File: src/rtl/control_unit_gen_if.sv
// -----------------------------------------------------------------------------
// control_unit_gen_if
//   Data-memory handshake between the control unit and the data memory.
//   One request is outstanding at a time; the memory finishes it by raising
//   d_ready for a single cycle while d_req is high.
//
//   Signals:
//     d_req    control unit -> memory   access request
//     d_wr     control unit -> memory   1 = write, 0 = read
//     d_addr   control unit -> memory   access address (DAW bits)
//     d_ready  memory -> control unit   current access completes this cycle
//
//   Modports:
//     master   used by the control unit
//     slave    used by the data memory (or a bench model of it)
// -----------------------------------------------------------------------------
interface control_unit_gen_if #(
   parameter int DAW = 8
);
   logic           d_req;
   logic           d_wr;
   logic [DAW-1:0] d_addr;
   logic           d_ready;

   modport master (
      output d_req,
      output d_wr,
      output d_addr,
      input  d_ready
   );

   modport slave (
      input  d_req,
      input  d_wr,
      input  d_addr,
      output d_ready
   );
endinterface : control_unit_gen_if

File: src/rtl/control_unit_gen.sv
// -----------------------------------------------------------------------------
// control_unit_gen
//   Multi-cycle control unit for the single-issue datapath (PC, IR, register
//   file, ALU, data memory). Sequences FETCH -> DECODE -> execute for NOOP,
//   STORE, LOAD, ADD, SUB, HALT, JMP and JZ. Data-memory accesses wait on a
//   req/ready handshake with an optional timeout that parks the unit in HALT
//   and raises a sticky error flag. Retired instructions are counted with a
//   saturating counter.
//
//   Instruction layout (IW = OPW + 3*RAW):
//     op = [IW-1 -: OPW]   A = [3RAW-1 -: RAW]   B = [2RAW-1 -: RAW]
//     W  = [RAW-1:0]       M = [DAW-1:0] (STORE/JMP/JZ)   L = [3RAW-1 -: DAW] (LOAD)
//
//   Ports:
//     clk          clock
//     reset        synchronous, active-low
//     instr        IR contents, valid from DECODE onward
//     alu_zero     ALU result equals zero (JZ condition)
//     mem          data-memory handshake (master side)
//     pc_clr       clear PC                  pc_up      increment PC
//     pc_ld        load PC from pc_target    pc_target  jump target
//     ir_ld        load IR
//     rf_s         write-back select: 1 = memory, 0 = ALU
//     rf_w_en      register-file write enable
//     rf_w_addr    write address   rf_ra_addr / rf_rb_addr  read addresses
//     alu_sel      0 idle, 1 ADD, 2 SUB, 3 PASS_A
//     halted       high in HALT
//     err          sticky memory-timeout flag
//     instr_count  saturating retired-instruction count
//     state_out    current state encoding (debug)
// -----------------------------------------------------------------------------
module control_unit_gen #(
   parameter  int OPW      = 4,
   parameter  int RAW      = 4,
   parameter  int ALUW     = 3,
   parameter  int WAIT_MAX = 8,
   parameter  int CNTW     = 16,
   localparam int DAW      = 2 * RAW,
   localparam int IW       = OPW + 3 * RAW
) (
   input  logic                clk,
   input  logic                reset,
   input  logic [IW-1:0]       instr,
   input  logic                alu_zero,
   control_unit_gen_if.master  mem,
   output logic                pc_clr,
   output logic                pc_up,
   output logic                pc_ld,
   output logic [DAW-1:0]      pc_target,
   output logic                ir_ld,
   output logic                rf_s,
   output logic                rf_w_en,
   output logic [RAW-1:0]      rf_w_addr,
   output logic [RAW-1:0]      rf_ra_addr,
   output logic [RAW-1:0]      rf_rb_addr,
   output logic [ALUW-1:0]     alu_sel,
   output logic                halted,
   output logic                err,
   output logic [CNTW-1:0]     instr_count,
   output logic [3:0]          state_out
);

   // ---------------------------------------------------------------------------
   // State encoding is visible on state_out, so every value is pinned.
   // ---------------------------------------------------------------------------
   typedef enum logic [3:0] {
      S_INIT   = 4'd0,
      S_FETCH  = 4'd1,
      S_DECODE = 4'd2,
      S_NOOP   = 4'd3,
      S_LD_REQ = 4'd4,
      S_LD_WB  = 4'd5,
      S_STORE  = 4'd6,
      S_ADD    = 4'd7,
      S_SUB    = 4'd8,
      S_JMP    = 4'd9,
      S_JZ     = 4'd10,
      S_HALT   = 4'd11
   } state_t;

   localparam logic [OPW-1:0] OP_NOOP  = OPW'(0);
   localparam logic [OPW-1:0] OP_STORE = OPW'(1);
   localparam logic [OPW-1:0] OP_LOAD  = OPW'(2);
   localparam logic [OPW-1:0] OP_ADD   = OPW'(3);
   localparam logic [OPW-1:0] OP_SUB   = OPW'(4);
   localparam logic [OPW-1:0] OP_HALT  = OPW'(5);
   localparam logic [OPW-1:0] OP_JMP   = OPW'(6);
   localparam logic [OPW-1:0] OP_JZ    = OPW'(7);

   localparam logic [ALUW-1:0] ALU_IDLE = ALUW'(0);
   localparam logic [ALUW-1:0] ALU_ADD  = ALUW'(1);
   localparam logic [ALUW-1:0] ALU_SUB  = ALUW'(2);
   localparam logic [ALUW-1:0] ALU_PASS = ALUW'(3);

   // The wait counter only needs to reach WAIT_MAX-1: on that cycle the unit
   // either completes or times out, and both leave the wait state.
   localparam int              WCW       = (WAIT_MAX > 1) ? $clog2(WAIT_MAX) : 1;
   localparam logic [WCW-1:0]  WAIT_LAST = (WAIT_MAX > 0) ? WCW'(WAIT_MAX - 1) : '0;
   localparam logic [CNTW-1:0] CNT_MAX   = '1;

   // ---------------------------------------------------------------------------
   // Instruction fields
   // ---------------------------------------------------------------------------
   logic [OPW-1:0] op;
   logic [RAW-1:0] f_a;
   logic [RAW-1:0] f_b;
   logic [RAW-1:0] f_w;
   logic [DAW-1:0] f_m;
   logic [DAW-1:0] f_l;

   assign op  = instr[IW-1 -: OPW];
   assign f_a = instr[3*RAW-1 -: RAW];
   assign f_b = instr[2*RAW-1 -: RAW];
   assign f_w = instr[RAW-1:0];
   assign f_m = instr[DAW-1:0];
   assign f_l = instr[3*RAW-1 -: DAW];

   // ---------------------------------------------------------------------------
   // State and status registers
   // ---------------------------------------------------------------------------
   state_t         state;
   state_t         next_state;
   logic [WCW-1:0] wait_cnt;

   // Local copies of the handshake outputs, driven onto the interface below.
   logic           d_req;
   logic           d_wr;
   logic [DAW-1:0] d_addr;

   logic           in_wait;      // LD_REQ or STORE: waiting on the memory
   logic           wait_expired; // counter sits on its last allowed value
   logic           timeout_hit;  // give up on the access at this edge
   logic           stall;        // remain in the wait state at this edge
   logic           retire;       // an instruction completes at this edge

   assign in_wait      = (state == S_LD_REQ) || (state == S_STORE);
   assign wait_expired = (WAIT_MAX > 0) && (wait_cnt == WAIT_LAST);
   assign timeout_hit  = in_wait && !mem.d_ready && wait_expired;
   assign stall        = in_wait && !mem.d_ready && !wait_expired;

   // Only execute states ever hand over to FETCH apart from INIT, so "into
   // FETCH, not from INIT" is exactly the set of retiring transitions.
   assign retire = (next_state == S_FETCH) && (state != S_INIT);

   // ---------------------------------------------------------------------------
   // Next-state and decode outputs
   // ---------------------------------------------------------------------------
   always_comb begin
      // NOTE: every signal written here gets its default first, so no path
      // through the case statement can leave one unassigned and infer a latch.
      next_state = state;
      pc_clr     = 1'b0;
      pc_up      = 1'b0;
      pc_ld      = 1'b0;
      pc_target  = '0;
      ir_ld      = 1'b0;
      d_req      = 1'b0;
      d_wr       = 1'b0;
      d_addr     = '0;
      rf_s       = 1'b0;
      rf_w_en    = 1'b0;
      rf_w_addr  = '0;
      rf_ra_addr = '0;
      rf_rb_addr = '0;
      alu_sel    = ALU_IDLE;
      halted     = 1'b0;

      case (state)
         S_INIT: begin
            pc_clr     = 1'b1;
            next_state = S_FETCH;
         end

         S_FETCH: begin
            pc_up      = 1'b1;
            ir_ld      = 1'b1;
            next_state = S_DECODE;
         end

         S_DECODE: begin
            case (op)
               OP_NOOP:  next_state = S_NOOP;
               OP_STORE: next_state = S_STORE;
               OP_LOAD:  next_state = S_LD_REQ;
               OP_ADD:   next_state = S_ADD;
               OP_SUB:   next_state = S_SUB;
               OP_HALT:  next_state = S_HALT;
               OP_JMP:   next_state = S_JMP;
               OP_JZ:    next_state = S_JZ;
               default:  next_state = S_NOOP;
            endcase
         end

         S_NOOP: begin
            next_state = S_FETCH;
         end

         S_LD_REQ: begin
            d_req     = 1'b1;
            d_addr    = f_l;
            rf_s      = 1'b1;
            rf_w_addr = f_w;
            // A ready on the last allowed cycle still completes the load.
            if (mem.d_ready) begin
               next_state = S_LD_WB;
            end else if (wait_expired) begin
               next_state = S_HALT;
            end
         end

         S_LD_WB: begin
            d_addr     = f_l;
            rf_s       = 1'b1;
            rf_w_addr  = f_w;
            rf_w_en    = 1'b1;
            next_state = S_FETCH;
         end

         S_STORE: begin
            d_req      = 1'b1;
            d_wr       = 1'b1;
            d_addr     = f_m;
            rf_ra_addr = f_a;
            if (mem.d_ready) begin
               next_state = S_FETCH;
            end else if (wait_expired) begin
               next_state = S_HALT;
            end
         end

         S_ADD, S_SUB: begin
            rf_ra_addr = f_a;
            rf_rb_addr = f_b;
            rf_w_addr  = f_w;
            rf_w_en    = 1'b1;
            alu_sel    = (state == S_ADD) ? ALU_ADD : ALU_SUB;
            next_state = S_FETCH;
         end

         S_JMP: begin
            pc_ld      = 1'b1;
            pc_target  = f_m;
            next_state = S_FETCH;
         end

         S_JZ: begin
            // ALU passes A through so alu_zero reflects the register itself;
            // when not taken the PC keeps the increment done in FETCH.
            rf_ra_addr = f_a;
            alu_sel    = ALU_PASS;
            pc_target  = f_m;
            pc_ld      = alu_zero;
            next_state = S_FETCH;
         end

         S_HALT: begin
            halted = 1'b1;
         end

         default: begin
            next_state = S_INIT;
         end
      endcase
   end

   assign mem.d_req  = d_req;
   assign mem.d_wr   = d_wr;
   assign mem.d_addr = d_addr;
   assign state_out  = state;

   // ---------------------------------------------------------------------------
   // Registers: synchronous active-low reset overrides everything, including
   // a pending memory wait and HALT.
   // ---------------------------------------------------------------------------
   always_ff @(posedge clk) begin
      // NOTE: registers use non-blocking assignments so every update in this
      // block sees the pre-edge values, independent of statement order.
      if (!reset) begin
         state       <= S_INIT;
         err         <= 1'b0;
         instr_count <= '0;
         wait_cnt    <= '0;
      end else begin
         state <= next_state;

         if (timeout_hit) begin
            err <= 1'b1;
         end

         if (retire && (instr_count != CNT_MAX)) begin
            instr_count <= instr_count + CNTW'(1);
         end

         // Counts stalled cycles of the current access; any exit clears it.
         if (stall && (WAIT_MAX > 0)) begin
            wait_cnt <= wait_cnt + WCW'(1);
         end else begin
            wait_cnt <= '0;
         end
      end
   end

endmodule : control_unit_gen

File: src/flat_wrapper.sv
// flat-port wrapper written by rule: the top's interface ports become plain ports
module control_unit_gen_flat 
#(
   parameter  int OPW      = 4,
   parameter  int RAW      = 4,
   parameter  int ALUW     = 3,
   parameter  int WAIT_MAX = 8,
   parameter  int CNTW     = 16,
   localparam int DAW      = 2 * RAW,
   localparam int IW       = OPW + 3 * RAW
)
  (clk, reset, instr, alu_zero, pc_clr, pc_up, pc_ld, pc_target, ir_ld, rf_s, rf_w_en, rf_w_addr, rf_ra_addr, rf_rb_addr, alu_sel, halted, err, instr_count, state_out, mem_d_req, mem_d_wr, mem_d_addr, mem_d_ready);
  control_unit_gen_if #(.DAW(8)) mem_i ();
  input  logic clk;
  input  logic reset;
  input  logic [IW-1:0] instr;
  input  logic alu_zero;
  output logic pc_clr;
  output logic pc_up;
  output logic pc_ld;
  output logic [DAW-1:0] pc_target;
  output logic ir_ld;
  output logic rf_s;
  output logic rf_w_en;
  output logic [RAW-1:0] rf_w_addr;
  output logic [RAW-1:0] rf_ra_addr;
  output logic [RAW-1:0] rf_rb_addr;
  output logic [ALUW-1:0] alu_sel;
  output logic halted;
  output logic err;
  output logic [CNTW-1:0] instr_count;
  output logic [3:0] state_out;
  output wire logic [$bits(mem_i.d_req)-1:0] mem_d_req;
  output wire logic [$bits(mem_i.d_wr)-1:0] mem_d_wr;
  output wire logic [$bits(mem_i.d_addr)-1:0] mem_d_addr;
  input wire logic [$bits(mem_i.d_ready)-1:0] mem_d_ready;
  assign mem_d_req = mem_i.d_req;
  assign mem_d_wr = mem_i.d_wr;
  assign mem_d_addr = mem_i.d_addr;
  assign mem_i.d_ready = mem_d_ready;
  control_unit_gen #(.OPW(OPW), .RAW(RAW), .ALUW(ALUW), .WAIT_MAX(WAIT_MAX), .CNTW(CNTW)) u_core (.clk(clk), .reset(reset), .instr(instr), .alu_zero(alu_zero), .mem(mem_i), .pc_clr(pc_clr), .pc_up(pc_up), .pc_ld(pc_ld), .pc_target(pc_target), .ir_ld(ir_ld), .rf_s(rf_s), .rf_w_en(rf_w_en), .rf_w_addr(rf_w_addr), .rf_ra_addr(rf_ra_addr), .rf_rb_addr(rf_rb_addr), .alu_sel(alu_sel), .halted(halted), .err(err), .instr_count(instr_count), .state_out(state_out));
endmodule
File: config.mk
export PLATFORM = sky130hd
export DESIGN_NAME = control_unit_gen_flat
export DESIGN_NICKNAME = d
export VERILOG_FILES = /design/src/rtl/control_unit_gen_if.sv /design/src/rtl/control_unit_gen.sv /design/src/flat_wrapper.sv
export SDC_FILE = /design/constraint.sdc
export NUM_CORES = 1
export LEC_CHECK = 0
export CAP_MARGIN = 20
export CORE_MARGIN = 2
export CORE_UTILIZATION = 45
export DETAILED_ROUTE_END_ITERATION = 12
export DONT_BUFFER_PORTS = 1
export GPL_ROUTABILITY_DRIVEN = 0
export PLACE_DENSITY = 0.6
export SYNTH_ARGS = -nofsm -noshare
export SYNTH_HDL_FRONTEND = slang
export SYNTH_SLANG_ARGS = --single-unit
File: constraint.sdc
create_clock -name clk -period 4.3 [get_ports clk]
set_clock_uncertainty 0.2 [all_clocks]
set_input_delay 0.43 -clock clk [delete_from_list [all_inputs] [get_ports clk]]
set_output_delay 0.43 -clock clk [all_outputs]
set_load 0.05 [all_outputs]
### Yosys cells after proc, flatten, opt, wreduce, memory -nomap -nowiden

Memories as Yosys holds them, arrays and structs flattened.
Cells that the tools add are included.

| storage, ports and cells | value |
|---|---|
| register bits | 24 |
| latch bits | 0 |
| RAM bits | 0 |
| bits in read-only memories | 32 |
| input port bits | 20 |
| output and inout bits | 61 |
| word-level logic and storage cells | 60 |
| memories kept | 1 |

Memory list:

| memory | depth | bits a word | rd ports | clocked after Yosys merged registers in | wr ports | line | source |
|---|---|---|---|---|---|---|---|
| (name not given) | 8 | 4 | 1 | 0 | 0 | control_unit_gen.sv:181 | `case (op)` |

| operators by class | value |
|---|---|
| $add $sub $neg | 2 |
| $mul | 0 |
| divide/modulo/power cells | 0 |
| $lt $le $gt $ge | 0 |
| eq/ne operators | 14 |
| shift-type cells | 0 |
| muxes and demuxes | 20 |
| bitwise logic cells | 0 |
| reductions and logical operators | 19 |

Operator list:

| kind | count |
|---|---|
| 4-bit two-way mux | 7 |
| 4-bit one-hot mux with 6 select lines | 1 |
| 16-bit by 1-bit adder with 16-bit output (second input constant) | 1 |
| 4-bit by 3-bit == test with 1-bit output (second input constant) | 4 |
| 4-bit == test (second input constant) | 4 |
| 16-bit != test (second input constant) | 1 |
| 8-bit one-hot mux with 2 select lines | 1 |
| 4-bit by 1-bit == test with 1-bit output (second input constant) | 2 |
| 4-bit by 2-bit == test with 1-bit output (second input constant) | 2 |
| 8-bit two-way mux | 1 |
| 2-bit OR reduction | 4 |
| 4-bit OR reduction | 2 |
| 1-bit two-way mux | 7 |
| 7-bit OR reduction | 1 |
| 3-bit one-hot mux with 2 select lines | 1 |
| 1-bit logical AND | 5 |
| 4-bit zero test | 1 |
| 4-bit nonzero test | 1 |
| 3-bit by 1-bit adder with 3-bit output (second input constant) | 1 |
| 3-bit == test (second input constant) | 1 |
| 3-bit OR reduction | 1 |
| 1-bit zero test | 2 |
| 2-bit two-way mux | 1 |
| 1-bit one-hot mux with 2 select lines | 1 |
| 2 further kinds | 2 |

### Logic depth before layout (Yosys ltp)

| logic depth | value |
|---|---|
| word-level depth | 7 |
| mapped depth | 8 |
| depth with buffers taken out | 8 |

### Worst setup path after synthesis

No wires, ideal clock.

| timing | value |
|---|---|
| path type | reg2reg |
| from | reg u_core.state[1] (netlist: u_core.state_out[1]) |
| to | reg u_core.instr_count[4] |
| library setup time | 0.118 ns |
| arrival | 3.260 ns |
| setup slack | 0.721 ns |
| cell stages (with the launch flop) | 7 |
| path buffers | 1 |
| clock period less this slack | 3.579 ns |
| cells stage by stage | dfxtp_1 > buf_2 > nor4_1 > nand4b_2 > nor4b_2 > and3_1 > mux2i_1 |

| on the way | value |
|---|---|
| longest elaborated chain between the ends | 6 |
| elaborated cells on any way between the ends | 21 |
| classes of those cells | eq/ne (12); mux (4); reduce/logical (5) |

RTL lines:

| what | line | source |
|---|---|---|
| start: declaration | control_unit_gen.sv:121 | `state_t state;` |
| start signal: assignment | control_unit_gen.sv:284 | `state <= next_state;` |
| 4-bit by 2-bit == test with 1-bit output, or another cell as far along | control_unit_gen.sv:168 | `case (state)` |
| 7-bit OR reduction (no line), or another cell as far along | - |  |
| 4-bit one-hot mux with 6 select lines | control_unit_gen.sv:168 |  |
| 4-bit by 1-bit == test with 1-bit output | control_unit_gen.sv:143 | `assign retire = (next_state == S_FETCH) && (state != S_INIT);` |
| 1-bit logical AND * | control_unit_gen.sv:143 |  |
| 1-bit logical AND * | control_unit_gen.sv:290 | `if (retire && (instr_count != CNT_MAX)) begin` |
| end signal: assignment | control_unit_gen.sv:291 | `instr_count <= instr_count + CNTW'(1);` |
| end: declaration | control_unit_gen.sv:59 | `output logic [CNTW-1:0] instr_count,` |

Mark *: on every way between the ends. The rest lies on a longest branch, timed or not.
A chain may end at the register's enable or synchronous reset.

### Worst setup path in the final report

| timing | value |
|---|---|
| from | reg u_core.state[2] (netlist: u_core.state_out[2]) |
| to | out rf_w_addr[0] |

| on the way | value |
|---|---|
| longest elaborated chain between the ends | 3 |
| elaborated cells on any way between the ends | 6 |
| classes of those cells | eq/ne (4); mux (1); reduce/logical (1) |

RTL lines:

| what | line | source |
|---|---|---|
| 4-bit == test or 4-bit by 3-bit == test with 1-bit output (tied branches) | control_unit_gen.sv:168 |  |
| 4-bit OR reduction (no line) * | - |  |
| 4-bit two-way mux * | control_unit_gen.sv:168 |  |
| end: declaration | flat_wrapper.sv:25 | `output logic [RAW-1:0] rf_w_addr;` |

Marked as above.

==> impl_results.md <==
* Sequential area share after synthesis at around 28%
* Cell chosen for the clock root: clkbuf_8
* Async set-reset flop share out of synthesis at 0%
* CTS tree: done
* R2R cell count at 6
* Internal power at 0.0003728 W
* Most frequent cells in the layout: 25 x and2_1, 24 x dfxtp_1, 17 x nand2_1
* Reg power frac at between 40% and 50%
* Clock Power Share at between 20 and 25%
* Wire per inst at 14.54 um
* # IOs at 81
* Die footprint at between 4000 and 5000 sq um
* Register area at between 400 and 500 sq um
* Hold Crit Depth at 2
* Synth warn at 0
* Max VDD drop at a little over 0.2 mV
* Run status: completed
* DP Wirelength at around 2.9 mm
* Final Cycle Share at between 80% and 90%
* Min-delay worst type: in2reg
* Post-synthesis area per instance at 8.671 sq um
* Combinational group share of total power at between 30% and 40%
* Worst Tran Pin Value at roughly 1000 ps
* Via-to-Cell Ratio at between 5 and 6
* DR DRC count at 0
* Required time worst endpoint at 3670 ps
* Inserted Clock Buffers at 3
* Core ar. at 3689 sq um
* GRT Overall Usage at roughly 16%
* F_max at 0.2795 GHz
* Leak Pwr at 0.7205 nW
* Clock transition at path regs at around 80 ps
* Setup TNS at 0 ps
* Post-CTS Setup Repair Bufs at 0
* Placed Cells at around 240
* Clk sinks at 24
* Share of layout cells above drive strength 1 at about 14%
* Chip height at 66.24 um
* Congestion Overflow GR at 0
* Hold_buf cts at 0
* CP endpoint kind: output port
* Drt first pass iters at 4
* Global-route wire length before repair at 5.644 mm
* Max-slew violation count at 0
* Max-cap violations at 0
* Post-Syn Area at between 1500 and 2000 sq um
* Crit path DAT at a little under 3000 ps
* Net Sw Power at between 0.0002 and 0.00025 W
* P&R area growth vs syn at 6.173%
* Post_cts resized at 0
* Final Hold Vio Count at 0
* Drt first-iter violations at 56
* Vias at around 1400
* Final setup fails at 0
* # port buffers at 0
* Unrepaired setup endpoints after global routing: false
* Switching Share at approximately two fifths
* Worst slew margin at a little under a third
* Mapped Nets at between 200 and 250
* Crit-path max FO at 14
* Commonest non-fill, non-tap cell in the layout: and2_1
* Crit Path Category: reg2out
* Wirelength, routed at between 3 and 4 mm
* Vias in the first global route at roughly 1200
* Max clock buf depth at 2
* # H-tree levels at 1
* Die width at 66.24 um
* Post-synth EDFFs at 0
* Layout Cells excl Fill at 248
* Pwr/cell area at 327.7 nW/um^2
* Multi-input logic area at 1184 sq um
* Fill cells at 352
* Worst Setup Start Kind: flip-flop
* Initial core utilization at a little under half
* Worst-Skew Late Latency at 260 ps
* Gate count after technology mapping at 201
* Largest net degree at the start of global routing at 20
* Top_reg_cell synth: dfxtp_1
* Final min period at between 3000 and 4000 ps
* Flops & latches, synth at 24
* DRT antenna net count at 0
* Initial antenna violation count at 0
* Antenna cells at 0
* Synth unique cells at between 40 and 50
* Nets at approximately 230
* Num rows at 22
[power by group through the flow]
stage / clock network [W] / logic, W / registers, W
2_1_floorplan: 0 / 0.000162 / 0.000279
3_3_place_gp: 0 / 0.000183 / 0.000278
3_5_place_dp: 0 / 0.000186 / 0.000278
4_1_cts: 0.000153 / 0.000186 / 0.000273
5_1_grt: 0.000165 / 0.000201 / 0.000275
6_report: 0.000149 / 0.000184 / 0.000273
[metal layers]
metal / routed length, um / part of all wire, % / vias to the layer above / GRT usage (%)
li1: - / - / 707 / -
met2: 1774 / 49 / 34 / 26.13
met3: 189 / 5.2 / 2 / 3.578
met4: 15 / 0.42 / 0 / 3.827
met1: 1627 / 45 / 658 / 21.45
met5: 0 / 0 / - / 0
[sequential cells by signal, indices dropped and copies added, names as in the netlist]
name,flops
u_core.instr_count,16
u_core.state_out,4
u_core.wait_cnt,3
u_core.err,1
[cell usage after synthesis, types with 2 or more instances]
library cell,n,area [sq um]
nor3_1,3,15.01
nand2_1,17,63.81
buf_6,2,22.52
nor2_1,12,45.04
and2_1,25,156.4
dfxtp_1,24,480.5
inv_1,9,33.78
ha_1,5,62.56
nor2b_1,2,12.51
xnor2_1,7,61.31
nand4_1,4,25.02
nor4b_2,2,30.03
nor4_4,3,63.81
mux2i_1,9,90.09
nor4_1,3,18.77
nand3_1,10,50.05
buf_4,3,22.52
nor3b_1,3,22.52
and3_1,3,18.77
a21oi_1,6,30.03
o21ai_0,2,10.01
a22o_1,8,70.07
clkbuf_1,4,15.01
nor4b_1,2,17.52
nor3_2,2,20.02
nand2b_1,10,62.56
[through the flow]
stage	setup slack [ps]	util [%]	hold WS, ps	instance area [sq um]	power, W
finish	721.7	50.17	111.9	1851	0.0006063
global route	561.3	50.17	108.5	1851	0.0006416
CTS	711.3	50.17	108.6	1851	0.0006122
detailed placement	1022	48.68	217.0	1795	0.0004643
global placement	1089	48.68	207.4	1795	0.0004612
floorplan	721.5	-	198.4	1743	0.0004407
[critical path: stages, from the launching register on]
cell,delay (ps)
dfxtp_1,940
nor2b_1,350
and2_1,690
or2_2,250
and2_1,440
[kinds of logic (layout without fill, tap and decap cells)]
kind of cell / Yosys count / after routing / synth area share, %
compound gates: 26 / 26 / 12.49
other cells: 1 / 1 / 0.2152
mux: 9 / 9 / 5.169
fa+ha+maj: 5 / 5 / 3.589
simple gates: 110 / 110 / 41.78
xor+xnor: 7 / 7 / 3.518
buf+inv: 19 / 18 / 5.670
flops: 24 / 24 / 27.57
[path summary, 6_finish.rpt]
| check | slack [ps] | to | from |
|---|---|---|---|
| hold reg to reg | 230 | u_core.wait_cnt[0] | u_core.wait_cnt[0] |
| setup reg to reg | 1180 | u_core.instr_count[15] | u_core.state_out[3] |
| setup / recovery | 720 | rf_w_addr[0] | u_core.state_out[2] |
| hold / removal | 110 | u_core.instr_count[1] | reset |
[layout make-up]
class                           instances  share of cell area (%)
Tap cell                               48                   3.245
Timing Repair Buffer                    5                   2.028
Sequential cell                        24                   25.96
Multi-Input combinational cell        158                   63.96
Clock buffer                            4                   2.975
Inverter                                9                   1.826
No activity file was read; power rests on OpenSTA's default activity.
